--- config.mk ---
export PLATFORM = sky130hd
export DESIGN_NAME = ex_stage
export DESIGN_NICKNAME = d
export VERILOG_FILES = /design/src/rtl/ex_stage.sv
export SDC_FILE = /design/constraint.sdc
export NUM_CORES = 1
export LEC_CHECK = 0
export ABC_AREA = 1
export CAP_MARGIN = 20
export CORE_ASPECT_RATIO = 1.75
export CORE_MARGIN = 2
export CORE_UTILIZATION = 49
export CTS_CLUSTER_DIAMETER = 80
export CTS_CLUSTER_SIZE = 40
export DETAILED_ROUTE_END_ITERATION = 8
export PLACE_DENSITY = 0.73
export RECOVER_POWER = 25
export SYNTH_ARGS = -nofsm -noshare
export SYNTH_HDL_FRONTEND = slang
export SYNTH_SLANG_ARGS = --single-unit
--- constraint.sdc ---
create_clock -name CLK -period 4.9 [get_ports CLK]
set_input_delay 0.735 -clock CLK [delete_from_list [all_inputs] [get_ports CLK]]
set_output_delay 0.735 -clock CLK [all_outputs]
set_load 0.02 [all_outputs]
--- src/rtl/ex_stage.sv ---
// Execute stage: single-cycle ALU plus a WIDTH-cycle shift-add multiplier that
// stalls ID/EX while it runs; all EX/MEM outputs are registered.
//
// state | meaning
// ------+-----------------------------------------------------------------
// IDLE  | single-cycle ops pass straight through; a multiply is latched here
// MUL   | shift-add iteration; bubbles to EX/MEM until the last iteration
module ex_stage #(
   parameter int WIDTH = 16
) (
   input  logic             CLK,
   input  logic             Reset,
   input  logic             IRegWrite,
   input  logic             IMemWrite,
   input  logic             IMemRead,
   input  logic             IRegStore,
   input  logic             IBranch,
   input  logic             IALUSrc,
   input  logic [2:0]       IALUOP,
   input  logic [WIDTH-1:0] IRs1Val,
   input  logic [WIDTH-1:0] IRs2Val,
   input  logic [WIDTH-1:0] IImm,
   input  logic [WIDTH-1:0] IDest,
   output logic             ORegWrite,
   output logic             OMemWrite,
   output logic             OMemRead,
   output logic             ORegStore,
   output logic             OBranchTaken,
   output logic [WIDTH-1:0] OResult,
   output logic [WIDTH-1:0] OStoreData,
   output logic [WIDTH-1:0] ODest,
   output logic             Stall
);

   localparam int CW = $clog2(WIDTH);
   localparam logic [CW-1:0] LAST_COUNT = CW'(WIDTH - 1);

   localparam logic [2:0] OP_ADD = 3'b000;
   localparam logic [2:0] OP_SUB = 3'b001;
   localparam logic [2:0] OP_AND = 3'b010;
   localparam logic [2:0] OP_OR  = 3'b011;
   localparam logic [2:0] OP_XOR = 3'b100;
   localparam logic [2:0] OP_SLL = 3'b101;
   localparam logic [2:0] OP_SRA = 3'b110;
   localparam logic [2:0] OP_MUL = 3'b111;

   typedef enum logic {S_IDLE, S_MUL} state_t;

   state_t           state_q, state_d;
   logic [WIDTH-1:0] mcand_q, mcand_d;
   logic [WIDTH-1:0] mplier_q, mplier_d;
   logic [WIDTH-1:0] acc_q, acc_d;
   logic [CW-1:0]    count_q, count_d;

   logic             reg_write_q, reg_write_d;
   logic             mem_write_q, mem_write_d;
   logic             mem_read_q, mem_read_d;
   logic             reg_store_q, reg_store_d;
   logic             branch_taken_q, branch_taken_d;
   logic [WIDTH-1:0] result_q, result_d;
   logic [WIDTH-1:0] store_data_q, store_data_d;
   logic [WIDTH-1:0] dest_q, dest_d;

   logic [WIDTH-1:0] op_a, op_b, alu_res, acc_next;
   logic [3:0]       shamt;
   logic             stall_int;

   // Stall is decoded from state and opcode only, never from operand data.
   always_comb begin
      stall_int = 1'b0;
      if (!Reset) begin
         if (state_q == S_IDLE)
            stall_int = (IALUOP == OP_MUL);
         else
            stall_int = (count_q != LAST_COUNT);
      end
   end

   assign Stall = stall_int;

   always_comb begin
      op_a  = IRs1Val;
      op_b  = IALUSrc ? IImm : IRs2Val;
      shamt = op_b[3:0];
      case (IALUOP)
         OP_ADD:  alu_res = op_a + op_b;
         OP_SUB:  alu_res = op_a - op_b;
         OP_AND:  alu_res = op_a & op_b;
         OP_OR:   alu_res = op_a | op_b;
         OP_XOR:  alu_res = op_a ^ op_b;
         OP_SLL:  alu_res = op_a << shamt;
         OP_SRA:  alu_res = WIDTH'($signed(op_a) >>> shamt);
         default: alu_res = '0;
      endcase
      acc_next = acc_q + (mplier_q[0] ? mcand_q : '0);
   end

   always_comb begin
      state_d        = state_q;
      mcand_d        = mcand_q;
      mplier_d       = mplier_q;
      acc_d          = acc_q;
      count_d        = count_q;
      reg_write_d    = 1'b0;
      mem_write_d    = 1'b0;
      mem_read_d     = 1'b0;
      reg_store_d    = 1'b0;
      branch_taken_d = 1'b0;
      result_d       = '0;
      store_data_d   = '0;
      dest_d         = '0;

      case (state_q)
         S_IDLE: begin
            if (IALUOP == OP_MUL) begin
               state_d  = S_MUL;
               mcand_d  = op_a;
               mplier_d = op_b;
               acc_d    = '0;
               count_d  = '0;
            end else begin
               reg_write_d    = IRegWrite;
               mem_write_d    = IMemWrite;
               mem_read_d     = IMemRead;
               reg_store_d    = IRegStore;
               branch_taken_d = IBranch && (op_a == op_b);
               result_d       = alu_res;
               store_data_d   = IRs2Val;
               dest_d         = IDest;
            end
         end
         S_MUL: begin
            acc_d    = acc_next;
            mcand_d  = mcand_q << 1;
            mplier_d = mplier_q >> 1;
            count_d  = count_q + 1'b1;
            if (count_q == LAST_COUNT) begin
               // Operands are still held at ID/EX, so control and branch use them directly.
               state_d        = S_IDLE;
               reg_write_d    = IRegWrite;
               mem_write_d    = IMemWrite;
               mem_read_d     = IMemRead;
               reg_store_d    = IRegStore;
               branch_taken_d = IBranch && (op_a == op_b);
               result_d       = acc_next;
               store_data_d   = IRs2Val;
               dest_d         = IDest;
            end
         end
         default: state_d = S_IDLE;
      endcase
   end

   always_ff @(posedge CLK) begin
      if (Reset) begin
         state_q        <= S_IDLE;
         mcand_q        <= '0;
         mplier_q       <= '0;
         acc_q          <= '0;
         count_q        <= '0;
         reg_write_q    <= 1'b0;
         mem_write_q    <= 1'b0;
         mem_read_q     <= 1'b0;
         reg_store_q    <= 1'b0;
         branch_taken_q <= 1'b0;
         result_q       <= '0;
         store_data_q   <= '0;
         dest_q         <= '0;
      end else begin
         state_q        <= state_d;
         mcand_q        <= mcand_d;
         mplier_q       <= mplier_d;
         acc_q          <= acc_d;
         count_q        <= count_d;
         reg_write_q    <= reg_write_d;
         mem_write_q    <= mem_write_d;
         mem_read_q     <= mem_read_d;
         reg_store_q    <= reg_store_d;
         branch_taken_q <= branch_taken_d;
         result_q       <= result_d;
         store_data_q   <= store_data_d;
         dest_q         <= dest_d;
      end
   end

   assign ORegWrite    = reg_write_q;
   assign OMemWrite    = mem_write_q;
   assign OMemRead     = mem_read_q;
   assign ORegStore    = reg_store_q;
   assign OBranchTaken = branch_taken_q;
   assign OResult      = result_q;
   assign OStoreData   = store_data_q;
   assign ODest        = dest_q;

endmodule

; ---- Yosys cells after proc, flatten, opt, wreduce, memory -nomap -nowiden
; Cells that the tools add are included.
[totals]
reg_bits = 106
latchBits = 0
ram_bits = 0
rom_bits = 0
in_bits = 75
wordCells = 76
mem_count = 0
[classes]
n_addsub = 4
mul = 0
div_mod_pow = 0
order_cmp = 0
n_eq_ne = 11
shift = 2
muxes = 40
bitwise_logic = 4
n_reduce_logical = 2
[ops]
columns = op, n
row1 = $pmux W16 S2, 6
row2 = $mux W16, 11
row3 = $pmux W16 S7, 1
row4 = $add A16 B16 Y16, 2
row5 = $and A16 B16 Y16, 1
row6 = $eq A16 B16 Y1, 1
row7 = $or A16 B16 Y16, 1
row8 = $shl A16 B4 Y16, 1
row9 = $sshr A16 B4 Y16, 1
row10 = $sub A16 B16 Y16, 1
row11 = $xor A16 B16 Y16, 1
row12 = $mux W1, 14
row13 = $eq A3 B3 Y1 const B, 4
row14 = $pmux W1 S2, 6
row15 = $pmux W4 S2, 1
row16 = $eq A3 B2 Y1 const B, 2
row17 = $add A4 B1 Y4 const B, 1
row18 = $eq A4 B4 Y1 const B, 1
row19 = $mux W4, 1
row20 = $ne A4 B4 Y1 const B, 1
row21 = $eq A3 B1 Y1 const B, 1
row22 = $logic_not A3 Y1, 1
row23 = $ne A2 B1 Y1 const B, 1
row24 = $logic_and A1 B1 Y1, 1
row25 = $not A1 Y1, 1

; ---- Longest topological paths before layout
; Gate-level depths: netlist of run 1.
[depth]
ltp_word = 5
depth_mapped = 20
mapped_depth_nobuf = 18

; ---- Worst setup path before layout of run 1
; No wires, ideal clock.
[synth_path]
path_type = input-to-reg
start = input port IALUSrc
end = register result_q[11], in the netlist OResult[11]
setup_time_ps = 132
t_arrival_ps = 2765
slack_ps = 2003
path_stages = 17
path_buffers = 3
path_cell_list = buf_6 clkbuf_1 o21ai_0 inv_1 ha_1 clkbuf_1 nand2_1 nor2_1 inv_1 nor2_1 nand2_1 nand3_1 nand2_1 nand3_1 nand4_1 nand2_1 a21oi_1
[synth_via]
elab_chain_len = 5
[synth_rtl]
columns = element, line_no
row1 = from (decl), 18  ; input logic IALUSrc,
row2 = $mux W16 *, 83  ; op_b = IALUSrc ? IImm : IRs2Val;
row3 = "$sub A16 B16 Y16, or another cell as far along", 87  ; OP_SUB: alu_res = op_a - op_b;
row4 = $pmux W16 S7 *, 85  ; case (IALUOP)
row5 = $mux W16 *, 115  ; if (IALUOP == OP_MUL) begin
row6 = $pmux W16 S2 *, 113  ; case (state_q)
row7 = to (signal assigned), 180  ; result_q <= result_d;
row8 = to (decl), 60  ; logic [WIDTH-1:0] result_q, result_d;
; Mark *: on every way between the ends. The rest lies on a longest branch, timed or not.
; A chain may end at the register's enable or synchronous reset.

; ---- Worst setup path after layout of run 1
[layout_path]
start = input port IALUSrc
end = register result_q[5], in the netlist OResult[5]
; The elaborated chain is that of the path after synthesis.

==> results of run 1 <==
sequential cells by signal, indices dropped and copies added, names as in the netlist, 4 cells and up:
| register | count |
|---|---|
| ODest | 16 |
| OResult | 16 |
| OStoreData | 16 |
| acc_q | 16 |
| mcand_q | 16 |
| mplier_q | 16 |
| count_q | 4 |
where the power goes:
| part | leakage [uW] | internal (uW) | total [uW] | switching, uW |
|---|---|---|---|---|
| Sequential | 0.000872 | 918 | 951 | 32.3 |
| Clock | 0.000153 | 419 | 765 | 346 |
| Combinational | 0.00423 | 311 | 931 | 620 |
through the flow:
| stage | hold slack (ns) | total power [uW] |
|---|---|---|
| 3_5_place_dp | 0.456 | 1890 |
| 5_1_grt | 0.492 | 2770 |
| 6_report | 0.468 | 2650 |
| 2_1_floorplan | 0.429 | 1530 |
| 4_1_cts | 0.466 | 2640 |
| 3_3_place_gp | 0.445 | 1890 |
cells in the final DEF (no fill, tap or decap), types with 16 or more instances in the layout:
| cell | count |
|---|---|
| a21oi_1 | 104 |
| a31oi_1 | 16 |
| buf_4 | 18 |
| clkdlybuf4s50_1 | 87 |
| dfxtp_1 | 106 |
| dlygate4sd3_1 | 40 |
| ha_1 | 75 |
| inv_1 | 159 |
| nand2_1 | 405 |
| nand3_1 | 187 |
| nand4_1 | 16 |
| nor2_1 | 102 |
| nor3_1 | 25 |
| o21ai_0 | 85 |
kinds of logic (layout without fill, tap and decap cells):
family | Yosys count | after routing | synth area share [%]
buf+inv | 227 | 328 | 10.4
compound gates | 250 | 250 | 15.6
xor+xnor | 9 | 9 | 0.891
flops | 106 | 106 | 24.0
simple gates | 769 | 769 | 37.8
fa+ha+maj | 78 | 78 | 11.3
layer usage:
layer / GRT usage (%) / share of wire (%) / wire [um]
met4: 24.5 / 7.3 / 2650
met3: 3.45 / 5.0 / 1830
met5: 0 / 0 / 0
met1: 39.9 / 36 / 13200
met2: 69.0 / 51 / 18700
cell type report:
cell class / instances / share of cell area, %
clock buffer: 11 / 2.30
clock inverter: 5 / 0.639
inverter: 166 / 5.89
multi-input combinational: 1106 / 55.0
sequential: 106 / 20.1
tap: 234 / 2.77
timing repair buffer: 146 / 13.3
worst min path at each step:
| stage | to | slack, ns | start |
|---|---|---|---|
| global placement | mplier_q[15]$_SDFFE_PP0P_ | 0.45 | mplier_q[15]$_SDFFE_PP0P_ |
| floorplan | mplier_q[15]$_SDFFE_PP0P_ | 0.43 | mplier_q[15]$_SDFFE_PP0P_ |
| CTS | mplier_q[15]$_SDFFE_PP0P_ | 0.47 | mplier_q[15]$_SDFFE_PP0P_ |
| global route | mplier_q[15]$_SDFFE_PP0P_ | 0.49 | mplier_q[15]$_SDFFE_PP0P_ |
| detailed placement | mplier_q[15]$_SDFFE_PP0P_ | 0.46 | mplier_q[15]$_SDFFE_PP0P_ |
| finish | mplier_q[15]$_SDFFE_PP0P_ | 0.47 | mplier_q[15]$_SDFFE_PP0P_ |
worst reg2reg max path: cells and delay by family (launching register included):
kind | cells | cell delay, ns
AND/OR/NAND/NOR | 3 | 1.08
buffers and inverters | 5 | 1.08
flip-flops | 1 | 0.58
==> flow_summary.toml, run 1 <==
[sta]
timing.slew.headroom_pct = 34.1
tns_ns = 0
rsz0062_at_grt = "false"
finalCriticalPeriod_ns = 3.98
slew_violations = 0
clock_skew_ns = 0.0135
tightest_slew_ns = 0.986
timing.final.crit_share_pct = 81.2
fmax_mhz = 251
fin_ws_ns = 0.923
setup_viol = 0
hold_viol_final = 0

[detailed_routing]
viasPerCell = 5.73
drcViolationCount = 0
detail-route-antenna-nets = 0
routed_wl_um = 36300
first_iter_violations = 981
via_count = 10200
dr.pass1.iters = 5
wl_per_cell_um = 20.5

[clock_tree]
htreeDepth = 3
holdBufCountCts = 0
clk_path_buf_depth = 2
clk_pin_slew_ns = 0.07
cts_setup_buffers = 0
numCtsBuffers = 9
cts_resized = 0
clk_latency_ns = 0.35
clkSinkCount = 106
ctsRootBufferMaster = "clkbuf_16"
cts_tree = "done"

[floorplanning]
core_region_area_mm2 = 0.0179
die_x_um = 106
rows = 65
dieArea_mm2 = 0.0192
start_util_pct = 49.5
die_y_um = 182
boundaryPins = 129

[final_layout]
register_area_mm2 = 0.00212
diodes = 0
postLayoutCoreUtil_pct = 59.1
drive_gt1_share_pct = 4.42
nFillCells = 1865
stdcell_count = 1774
num-nets-final = 1688
syn_to_final_growth_pct = 19.5
multi_input_area_mm2 = 0.00581
design_area_mm2 = 0.0106

[global_route]
gr-total-overflow = 0
grt_first_pass_wirelength_um = 54900
grt_usage_pct = 37.5
grt_pass1_vias = 9998
antenna_found_initial = 0
grt_max_degree = 62

[setup_path]
path_cells = "clkdlybuf4s50_1 > o21ai_2 > inv_2 > ha_1 > nand2_1 > nor3_1 > nand2_1 > nand2_1 > nand2_1 > nand2_1 > o211ai_1 > o21ai_0 > a21oi_1"
cp.depth = 13
startpoint = "IALUSrc"
start_kind = "primary input"
r2r_slack_ns = 1.99
crit_end = "OResult[5]$_SDFF_PP0_"
path_buf_inv = 2
r2r_end = "ODest[7]$_SDFF_PP0_"
reg2reg_depth = 8
cp_data_required_time_ns = 5.11
critical-path-slowest-cell = "clkdlybuf4s50_1"
cp.arrival_ns = 4.19
crit_type = "primary input to register"
cp_common_cell = "nand2_1"
cp-end-kind = "register"
r2r-start = "state_q$_SDFF_PP0_"
max_stage_delay_ns = 0.62
crit_fanout = 13
cpLargestDelayFamily = "compound AO/OA/AOI/OAI gates"

[logic_synthesis]
ys_warn_count = 0
synth_area_leader_cell = "dfxtp_1"
synth_top_area_share_pct = 24.0
yosys-top-cells-area = "dfxtp_1, nand2_1, ha_1"
synth_nets = 1592
seq_area_frac_synth_pct = 24.0
synth_edf_count = 0
yosys-top-cells-count = "nand2_1, nand3_1, inv_1, dfxtp_1, a21oi_1"
syn_inst = 1439
syn_area_mm2 = 0.00885
synthMostInstantiatedCell = "nand2_1"
synth_seq_cells = 106
ys.flop_type = "dfxtp_1"
synth_cell_types = 47
synthArstFlopShare_pct = 0
avgSynthCellArea_um2 = 6.15

[placed_design]
dpl-instance-area_mm2 = 0.0103
post-dp-hpwl_um = 29300
place_inst = 1758
port_buffers = 128
place.gp.congestion = 1.03
pre_cts_ws_ns = 0.613

[hold_path]
holdPathStages = 2
hold_class = "register to register"

[run_status]
status = "finished, final reports clean"

[flow_run]
drv_cap = 0

[power_and_ir_drop]
irDropWorstVdd_uv = 205
leakage_uw = 0.00526
powerDensity_mw_per_mm2 = 250
Note: power is estimated with default switching activity, not from simulation.
==> run 2, diff against run 1 <==
==> constraint.sdc (replaced) <==
create_clock -name CLK -period 4.1 [get_ports CLK]
set_input_delay 0.615 -clock CLK [delete_from_list [all_inputs] [get_ports CLK]]
set_output_delay 0.615 -clock CLK [all_outputs]
set_load 0.02 [all_outputs]
==> run 2 against run 1 <==
  * First-iteration DRC count is 2.3% lower
  * Clock skew down 0.0038 ns
  * Combinational power grew 19%
  * Via count rose by 0.14%
  * Count of clock-buffer cells in the layout down 1
==> flow_summary.toml, run 2 (synthesis results as in run 1) <==
[final_layout]
postLayoutCoreUtil_pct = 59.4
drive_gt1_share_pct = 4.66
num-nets-final = 1692
layout_common_cells = "nand2_1, nand3_1, inv_1"
syn_to_final_growth_pct = 20.1
mostFrequentLayoutCell = "nand2_1"
design_area_mm2 = 0.0106
stdcell_count = 1779

[clock_tree]
holdBufCountCts = 0
numCtsBuffers = 9
clkSinkCount = 106
clk_path_buf_depth = 2
htreeDepth = 3
clk_pin_slew_ns = 0.07
ctsRootBufferMaster = "clkbuf_16"
cts_resized = 0
clk_latency_ns = 0.36
cts_tree = "done"
cts_setup_buffers = 0

[floorplanning]
die_x_um = 106
die_y_um = 182
rows = 65
core_region_area_mm2 = 0.0179
start_util_pct = 49.5
boundaryPins = 129
dieArea_mm2 = 0.0192

[setup_path]
r2r-start = "mplier_q[0]$_SDFFE_PP0P_"
path_buf_inv = 4
critical-path-slowest-cell = "o21ai_0"
path_cells = "clkdlybuf4s50_1 > buf_12 > o21ai_0 > inv_1 > ha_1 > nand2_1 > inv_1 > nand2_1 > o21ai_0 > nand2_1 > nand2_1 > nand2_1 > nand3_1 > nand3_1 > nand2_1 > a21oi_2"
crit_fanout = 32
r2r_end = "OResult[11]$_SDFF_PP0_"
cp_common_cell = "nand2_1"
crit_type = "primary input to register"
cp.arrival_ns = 3.71
reg2reg_depth = 13
cpLargestDelayFamily = "buffers and inverters"
cp_data_required_time_ns = 4.32
max_stage_delay_ns = 0.48
r2r_slack_ns = 1.44
cp-end-kind = "register"
start_kind = "primary input"

[sta]
tightest_slew_ns = 0.905
fmax_mhz = 287
hold_ws_ns = 0.474
timing.slew.headroom_pct = 39.3
rsz0062_at_grt = "false"
timing.final.crit_share_pct = 85.1
finalCriticalPeriod_ns = 3.49
setup_viol = 0
hold_viol_final = 0
tns_ns = 0
clock_skew_ns = 0.00969
slew_violations = 0

[flow_run]
drv_cap = 0

[power_and_ir_drop]
leakage_uw = 0.00528
irDropWorstVdd_uv = 252
powerDensity_mw_per_mm2 = 301

[detailed_routing]
via_count = 10200
wl_met3_um = 1840
routed_wl_um = 35900
top_layer = "met4"
first_iter_violations = 958
wl_per_cell_um = 20.2
detail-route-antenna-nets = 0
drcViolationCount = 0
wl_met2_um = 18300
viasPerCell = 5.72
dr.pass1.iters = 5
wl_met1_um = 12800

[placed_design]
port_buffers = 128
place_inst = 1762
dpl-instance-area_mm2 = 0.0103
place.gp.congestion = 1.10
post-dp-hpwl_um = 29100

[run_status]
status = "finished, final reports clean"

[global_route]
grt_max_degree = 62
gr-total-overflow = 0
grt_usage_pct = 37.1
antenna_found_initial = 1
grt_first_pass_wirelength_um = 54400
grt_pass1_vias = 9963

[hold_path]
hold_class = "register to register"
worstHoldStart = "acc_q[12]$_SDFFE_PP0P_"
hold_path_end = "acc_q[12]$_SDFFE_PP0P_"
holdPathStages = 2
==> run 2: how the worst max path moves through the flow <==
stage          cells past startpoint    start                endpoint  slack [ns]
2_1_floorplan                     17  IALUSrc  OResult[11]$_SDFF_PP0_        1.32
5_1_grt                           17  IALUSrc  OResult[15]$_SDFF_PP0_        0.47
6_report                          16  IALUSrc  OResult[15]$_SDFF_PP0_        0.61
4_1_cts                           18  IALUSrc  OResult[12]$_SDFF_PP0_        0.70
3_5_place_dp                      18  IALUSrc  OResult[12]$_SDFF_PP0_        0.33
3_3_place_gp                      18  IALUSrc  OResult[12]$_SDFF_PP0_        0.31
==> run 2: routing by layer <==
layer  vias up  GRT usage (%)
met1      4645           39.3
met3       147           3.37
li1       4928              -
met4         0           27.2
met5         -              0
met2       453           67.1
==> run 2: cell type report <==
class                   count  area [um^2]
inverters                 166          623
diodes                      1         2.50
fillers                  1814         7270
multi-input cells        1106         5810
well taps                 234          293
flip-flops and latches    106         2120
repair buffers            150         1450
clock inverters             6         87.6
clock buffers              10          229
==> run 2: per-stage QoR <==
step | setup slack (ns) | total power [uW]
2_1_floorplan | 1.32 | 1830
3_3_place_gp | 0.314 | 2250
3_5_place_dp | 0.328 | 2260
4_1_cts | 0.700 | 3190
5_1_grt | 0.474 | 3340
6_report | 0.611 | 3200
==> run 2: report_power, final <==
group | internal [uW] | switching [uW] | leakage (uW)
Combinational | 375 | 739 | 0.00426
Clock | 538 | 411 | 0.000157
Sequential | 1100 | 35.7 | 0.000872
Total | 2010 | 1190 | 0.00528
==> run 2: worst register-to-register path, stage by stage (launching register included) <==
cell	delay, ns
dfxtp_1	0.70
nand2_1	0.10
inv_1	0.09
ha_1	0.27
a21oi_1	0.14
nand2_1	0.10
a21oi_1	0.30
inv_1	0.11
a21o_1	0.20
nand2_1	0.08
nand2_1	0.06
nand2_1	0.11
nand3_1	0.17
a21oi_1	0.18
